[config.mk]
export PLATFORM = sky130hd
export DESIGN_NAME = uart_word_arbiter_flat
export DESIGN_NICKNAME = d
export VERILOG_FILES = /design/src/rtl/uart_word_arbiter_pkg.sv /design/src/rtl/uart_word_arbiter_if.sv /design/src/rtl/uart_word_arbiter_rr_grant.sv /design/src/rtl/uart_word_arbiter.sv /design/src/flat_wrapper.sv
export SDC_FILE = /design/constraint.sdc
export NUM_CORES = 1
export LEC_CHECK = 0
export ABC_CLOCK_PERIOD_IN_PS = 2400
export CAP_MARGIN = 0
export CORE_ASPECT_RATIO = 1.75
export CORE_MARGIN = 5
export CORE_UTILIZATION = 35
export CTS_CLUSTER_DIAMETER = 60
export DETAILED_ROUTE_END_ITERATION = 12
export HOLD_SLACK_MARGIN = 0.06
export PLACE_DENSITY = 0.62
export SETUP_SLACK_MARGIN = 0.02
export SYNTH_ARGS = -nofsm -noshare
export SYNTH_HDL_FRONTEND = slang
export SYNTH_HIERARCHICAL = 1
export SYNTH_SLANG_ARGS = --single-unit
[constraint.sdc]
create_clock -name clk -period 2.4 [get_ports clk]
set_input_delay 0.48 -clock clk [delete_from_list [all_inputs] [get_ports clk]]
set_output_delay 0.48 -clock clk [all_outputs]
set_load 0.005 [all_outputs]
[src/rtl/uart_word_arbiter_pkg.sv]
// Shared types and constants for the UART word arbiter and its round-robin picker.
// Holds the arbiter state encoding and the rors direction encoding.
package uart_pkg;

  localparam int BYTES_PER_WORD = 4;

  localparam logic SEND = 1'b1;
  localparam logic RECV = 1'b0;

  typedef enum logic [2:0] {
    IDLE    = 3'd0,
    ISSUE   = 3'd1,
    WAIT    = 3'd2,
    CAPTURE = 3'd3,
    NEXT    = 3'd4,
    ACK     = 3'd5
  } arb_state_t;

  // Index of the final byte of a transfer: 0 for single bytes, BPW-1 for words.
  function automatic logic [1:0] last_byte_idx(input logic word, input int bpw);
    logic [1:0] last_idx;
    if (word) begin
      last_idx = 2'(bpw - 1);
    end else begin
      last_idx = 2'd0;
    end
    return last_idx;
  endfunction

endpackage

[src/rtl/uart_word_arbiter_if.sv]
// Byte-level handshake between the word arbiter (master) and the shared uart_unit (slave).
interface uart_word_arbiter_if;

  logic       uart_go;
  logic       rors;
  logic [7:0] txdata;
  logic [7:0] rxdata;
  logic       uart_done;

  modport master (
    output uart_go,
    output rors,
    output txdata,
    input  rxdata,
    input  uart_done
  );

  modport slave (
    input  uart_go,
    input  rors,
    input  txdata,
    output rxdata,
    output uart_done
  );

endinterface

[src/rtl/uart_word_arbiter_rr_grant.sv]
// Two-way round-robin picker; the last-granted port loses a tie and the
// history only moves when a grant is actually issued.
module uart_rr_grant (
  input  logic clk,
  input  logic rstn,
  input  logic en_i,
  input  logic req0_i,
  input  logic req1_i,
  output logic grant_o,
  output logic owner_o
);

  logic last_q;
  logic last_d;

  // Pick a winner while sampling is enabled and update the history on grant.
  always_comb begin
    grant_o = 1'b0;
    owner_o = 1'b0;
    last_d  = last_q;
    if (en_i && (req0_i || req1_i)) begin
      grant_o = 1'b1;
      if (req0_i && req1_i) begin
        owner_o = ~last_q;
      end else begin
        owner_o = req1_i;
      end
      last_d = owner_o;
    end else begin
      last_d = last_q;
    end
  end

  // Last-granted register; resets to port 1 so port 0 wins the first tie.
  always_ff @(posedge clk) begin
    if (!rstn) begin
      last_q <= 1'b1;
    end else begin
      last_q <= last_d;
    end
  end

endmodule

[src/rtl/uart_word_arbiter.sv]
// Shares one uart_unit between a loader port (0) and a core I/O port (1), splitting
// word transfers into single-byte UART transactions assembled little-endian.
module uart_word_arbiter #(
  parameter int BYTES_PER_WORD = uart_pkg::BYTES_PER_WORD
) (
  input  logic                       clk,
  input  logic                       rstn,
  input  logic                       req0,
  input  logic                       req1,
  input  logic                       wr0,
  input  logic                       wr1,
  input  logic                       word0,
  input  logic                       word1,
  input  logic [31:0]                wdata0,
  input  logic [31:0]                wdata1,
  output logic [31:0]                rdata0,
  output logic [31:0]                rdata1,
  output logic                       ack0,
  output logic                       ack1,
  output logic                       busy,
  uart_word_arbiter_if.master        bus
);

  import uart_pkg::*;

  arb_state_t  state_q, state_d;
  logic [1:0]  idx_q, idx_d;
  logic        owner_q, owner_d;
  logic        wr_q, wr_d;
  logic        word_q, word_d;
  logic [31:0] wdata_q, wdata_d;
  logic [31:0] buf_q, buf_d;
  logic [31:0] rdata0_q, rdata0_d;
  logic [31:0] rdata1_q, rdata1_d;

  logic        grant_s;
  logic        owner_s;
  logic        go_s;
  logic        rors_s;
  logic [7:0]  txdata_s;

  uart_rr_grant u_grant (
    .clk     (clk),
    .rstn    (rstn),
    .en_i    (state_q == IDLE),
    .req0_i  (req0),
    .req1_i  (req1),
    .grant_o (grant_s),
    .owner_o (owner_s)
  );

  // Next-state logic: byte sequencing, receive assembly and result delivery.
  always_comb begin
    state_d  = state_q;
    idx_d    = idx_q;
    owner_d  = owner_q;
    wr_d     = wr_q;
    word_d   = word_q;
    wdata_d  = wdata_q;
    buf_d    = buf_q;
    rdata0_d = rdata0_q;
    rdata1_d = rdata1_q;
    case (state_q)
      IDLE: begin
        if (grant_s) begin
          owner_d = owner_s;
          wr_d    = owner_s ? wr1    : wr0;
          word_d  = owner_s ? word1  : word0;
          wdata_d = owner_s ? wdata1 : wdata0;
          buf_d   = 32'h0000_0000;
          idx_d   = 2'd0;
          state_d = ISSUE;
        end else begin
          state_d = IDLE;
        end
      end
      ISSUE: begin
        state_d = WAIT;
      end
      WAIT: begin
        if (bus.uart_done) begin
          state_d = wr_q ? NEXT : CAPTURE;
        end else begin
          state_d = WAIT;
        end
      end
      CAPTURE: begin
        // rxdata is registered by uart_unit on its done cycle, so it is stable here.
        buf_d[{idx_q, 3'b000} +: 8] = bus.rxdata;
        state_d = NEXT;
      end
      NEXT: begin
        if (idx_q == last_byte_idx(word_q, BYTES_PER_WORD)) begin
          state_d = ACK;
        end else begin
          idx_d   = idx_q + 2'd1;
          state_d = ISSUE;
        end
      end
      ACK: begin
        if (!wr_q) begin
          if (owner_q) begin
            rdata1_d = buf_q;
          end else begin
            rdata0_d = buf_q;
          end
        end else begin
          rdata0_d = rdata0_q;
          rdata1_d = rdata1_q;
        end
        state_d = IDLE;
      end
      default: begin
        state_d = IDLE;
      end
    endcase
  end

  // State and datapath registers; a reset mid-transfer drops the partial word.
  always_ff @(posedge clk) begin
    if (!rstn) begin
      state_q  <= IDLE;
      idx_q    <= 2'd0;
      owner_q  <= 1'b0;
      wr_q     <= 1'b0;
      word_q   <= 1'b0;
      wdata_q  <= 32'h0000_0000;
      buf_q    <= 32'h0000_0000;
      rdata0_q <= 32'h0000_0000;
      rdata1_q <= 32'h0000_0000;
    end else begin
      state_q  <= state_d;
      idx_q    <= idx_d;
      owner_q  <= owner_d;
      wr_q     <= wr_d;
      word_q   <= word_d;
      wdata_q  <= wdata_d;
      buf_q    <= buf_d;
      rdata0_q <= rdata0_d;
      rdata1_q <= rdata1_d;
    end
  end

  // Moore output decode from the state register and latched request fields.
  always_comb begin
    go_s     = 1'b0;
    rors_s   = RECV;
    txdata_s = 8'h00;
    if (state_q == ISSUE) begin
      go_s     = 1'b1;
      rors_s   = wr_q ? SEND : RECV;
      txdata_s = wdata_q[{idx_q, 3'b000} +: 8];
    end else begin
      go_s     = 1'b0;
      rors_s   = RECV;
      txdata_s = 8'h00;
    end
  end

  // Requester-side status decode.
  always_comb begin
    ack0 = 1'b0;
    ack1 = 1'b0;
    busy = (state_q != IDLE);
    if (state_q == ACK) begin
      ack0 = ~owner_q;
      ack1 = owner_q;
    end else begin
      ack0 = 1'b0;
      ack1 = 1'b0;
    end
  end

  assign bus.uart_go = go_s;
  assign bus.rors    = rors_s;
  assign bus.txdata  = txdata_s;
  assign rdata0      = rdata0_q;
  assign rdata1      = rdata1_q;

endmodule

[src/flat_wrapper.sv]
// flat-port wrapper written by rule: the top's interface ports become plain ports
module uart_word_arbiter_flat import uart_pkg::*;
#(
  parameter int BYTES_PER_WORD = uart_pkg::BYTES_PER_WORD
)
  (clk, rstn, req0, req1, wr0, wr1, word0, word1, wdata0, wdata1, rdata0, rdata1, ack0, ack1, busy, bus_uart_go, bus_rors, bus_txdata, bus_rxdata, bus_uart_done);
  uart_word_arbiter_if bus_i ();
  input  logic clk;
  input  logic rstn;
  input  logic req0;
  input  logic req1;
  input  logic wr0;
  input  logic wr1;
  input  logic word0;
  input  logic word1;
  input  logic [31:0] wdata0;
  input  logic [31:0] wdata1;
  output logic [31:0] rdata0;
  output logic [31:0] rdata1;
  output logic ack0;
  output logic ack1;
  output logic busy;
  output wire logic [$bits(bus_i.uart_go)-1:0] bus_uart_go;
  output wire logic [$bits(bus_i.rors)-1:0] bus_rors;
  output wire logic [$bits(bus_i.txdata)-1:0] bus_txdata;
  input wire logic [$bits(bus_i.rxdata)-1:0] bus_rxdata;
  input wire logic [$bits(bus_i.uart_done)-1:0] bus_uart_done;
  assign bus_uart_go = bus_i.uart_go;
  assign bus_rors = bus_i.rors;
  assign bus_txdata = bus_i.txdata;
  assign bus_i.rxdata = bus_rxdata;
  assign bus_i.uart_done = bus_uart_done;
  uart_word_arbiter #(.BYTES_PER_WORD(BYTES_PER_WORD)) u_core (.clk(clk), .rstn(rstn), .req0(req0), .req1(req1), .wr0(wr0), .wr1(wr1), .word0(word0), .word1(word1), .wdata0(wdata0), .wdata1(wdata1), .rdata0(rdata0), .rdata1(rdata1), .ack0(ack0), .ack1(ack1), .busy(busy), .bus(bus_i));
endmodule
==> qor.yml <==
status: "finished, final reports clean"
area_growth_pct: 41.55
max_clock_freq_mhz: 431.5
avgSynthCellArea_um2: 9.216
cts-root-buf: "clkbuf_16"
vias: 5338
top_layer: "met4"
ant_nets: 0
static-leakage-power_nw: 2.861
m1WireLength_mm: 6.470
vias_per_cell: 5.177
total_power_mw: 8.385
setup-tns-final_ps: 0
die_area_um2: 19880
finalClockSkew_ps: 14.74
coreArea_um2: 16870
fin_util: 0.5011
synthArstFlopShare: 0
synth_cell_types: 34
grt_overflow: 0
dr_wl_met2_mm: 10.47
antenna_found_initial: 0
hold_slack_ps: 472.1
maxSlewViolCount: 0
wl_met3_um: 783
clkTransAtPathRegs_ps: 60
drive_gt1_frac: 0.1542
required_ps: 1920
rsz0062_at_grt: "true"
start_util: 0.3540
synth_nets: 734
clock_path_buffers: 2
insertion_delay_ps: 410
power_density_nw_per_um2: 991.9
end_kind: "output port"
die_h_um: 182.8
drt_wl_total_mm: 18.02
period_share: 0.9656
wire_per_inst_um: 17.47
layout_common_cells: "149 x clkdlybuf4s50_1, 134 x dfxtp_1, 70 x nand3_1"
hold_viol: 0
vdd_drop_max_uv: 714.2
row_count: 63
cts_inserted_buffers: 17
grt_pass1_wl_mm: 28.12
htreeDepth: 4
tightest_slew_ps: 643.5
ys_seq_area_frac: 0.4592
period_needed_ps: 2317
pre_cts_ws_ps: 59.51
crit_fanout: 7
place.gp.congestion: 0.8085
dieWidth_um: 108.7
cp-start-kind: "flip-flop"
synth_flop_cell: "dfxtp_1"
syn_inst: 648
clock-sinks: 137
drt_iter0_markers: 306
num_io_pins: 158
grt_use_total: 0.1806
ys_ff_latch: 137
maxCapViolations: 0
drt_pass1_iterations: 5
grt_pass1_vias: 5364
cts_tree: "yes"
dpl.hpwl_mm: 13.46
route.detailed.drc: 0
setup_viol: 0
worstHoldPathType: "reg2reg"
synth-edff-count: 0
yosys_warnings: 6
syn_area_um2: 5972
grt_max_degree: 65
hold_buffers: 0
n_antenna_cell: 0
maxSlewHeadroom: 0.5599
setup_slack_ps: 82.51
mostFrequentLayoutCell: "clkdlybuf4s50_1"
layout.nets: 877
path_class: "reg2out"
worst_ep_arrival_time_ps: 1840
port-buffer-count: 157
==> layer usage <==
metal | GRT usage | up-vias
met5 | 0 | -
met4 | 0.05308 | 0
met3 | 0.03663 | 18
met2 | 0.3532 | 150
met1 | 0.1883 | 2540
li1 | - | 2630
==> timing repair <==
| item | in CTS | in global routing |
|---|---|---|
| buffers inserted | 2 | 0 |
| pin swaps | 1 | 0 |
| endpoints found under the setup margin | 11 | 3 |
| gates resized for setup | 19 | 3 |
==> layout make-up <==
class | instances | area, um^2
multi-input combinational | 443 | 2938
sequential | 137 | 2746
fill | 1681 | 8416
inverter | 6 | 23.77
clock buffer | 18 | 439.2
tap | 227 | 284.0
clock inverter | 14 | 182.7
timing repair buffer | 186 | 1839
==> worst max-delay path: stages (launching register included) <==
cell and delay (ps):
dfxtp_2 350, buf_12 130, buf_4 110, mux4_2 480
and2_4 160, clkdlybuf4s15_1 200
==> power breakdown <==
part / total [mW] / internal [mW] / switching, mW / leakage, nW
clock network: 2.73 / 1.69 / 1.04 / 0.300
logic: 2.82 / 1.22 / 1.60 / 1.45
registers: 2.84 / 2.59 / 0.244 / 1.11
==> synthesized netlist by cell type, types with 3 or more instances <==
library cell    n  area (um^2)
a211oi_2       34        425.4
a21oi_1        67        335.3
a21oi_4         4        65.06
and2_1          9        56.30
buf_2          25        125.1
buf_4           3        22.52
buf_6           4        45.04
clkbuf_1       30        112.6
dfxtp_1       137         2743
ha_1            5        62.56
inv_1           6        22.52
mux2i_1        37        370.4
mux4_2          8        180.2
nand2_1        45        168.9
nand3_1        70        350.3
nand4_1         5        31.28
nor2_1         40        150.1
nor3_1          3        15.01
o21ai_0        64        320.3
o22ai_1        32        200.2
or3_1           3        18.77
==> cell families after synthesis <==
group           synth area share
buf+inv                  0.05489
simple gates              0.1496
fa+ha+maj                0.01048
mux                      0.09219
compound gates            0.2336
flops                     0.4592
==> state kept, by name (all words and copies together), names as in the netlist <==
| name | count |
|---|---|
| u_core/state_q | 3 |
| u_core/u_grant/last_q | 1 |
| u_core/wr_q | 1 |
| u_core/owner_q | 1 |
| u_core/wdata_q | 32 |
| u_core/idx_q | 2 |
| u_core/rdata1 | 32 |
| u_core/rdata0 | 32 |
| u_core/buf_q | 32 |
| u_core/word_q | 1 |
==> final timing paths <==
path | slack (ps) | cells after the start | from | to
hold reg to reg | 470 | 2 | u_core/rdata0[9] | u_core/rdata0[9]
setup / recovery | 80 | 5 | u_core/idx_q[0] | bus_txdata[0]
setup reg to reg | 230 | 6 | u_core/state_q[1] | u_core/buf_q[17]
hold / removal | 470 | 2 | u_core/rdata0[9] | u_core/rdata0[9]
==> per-stage QoR <==
stage	cells	instance area, um^2
6_report	1031	8453
3_5_place_dp	997	7807
2_1_floorplan	648	5972
5_1_grt	1031	8453
3_3_place_gp	997	7807
4_1_cts	1031	8458
No activity file was read; power rests on OpenSTA's default activity.
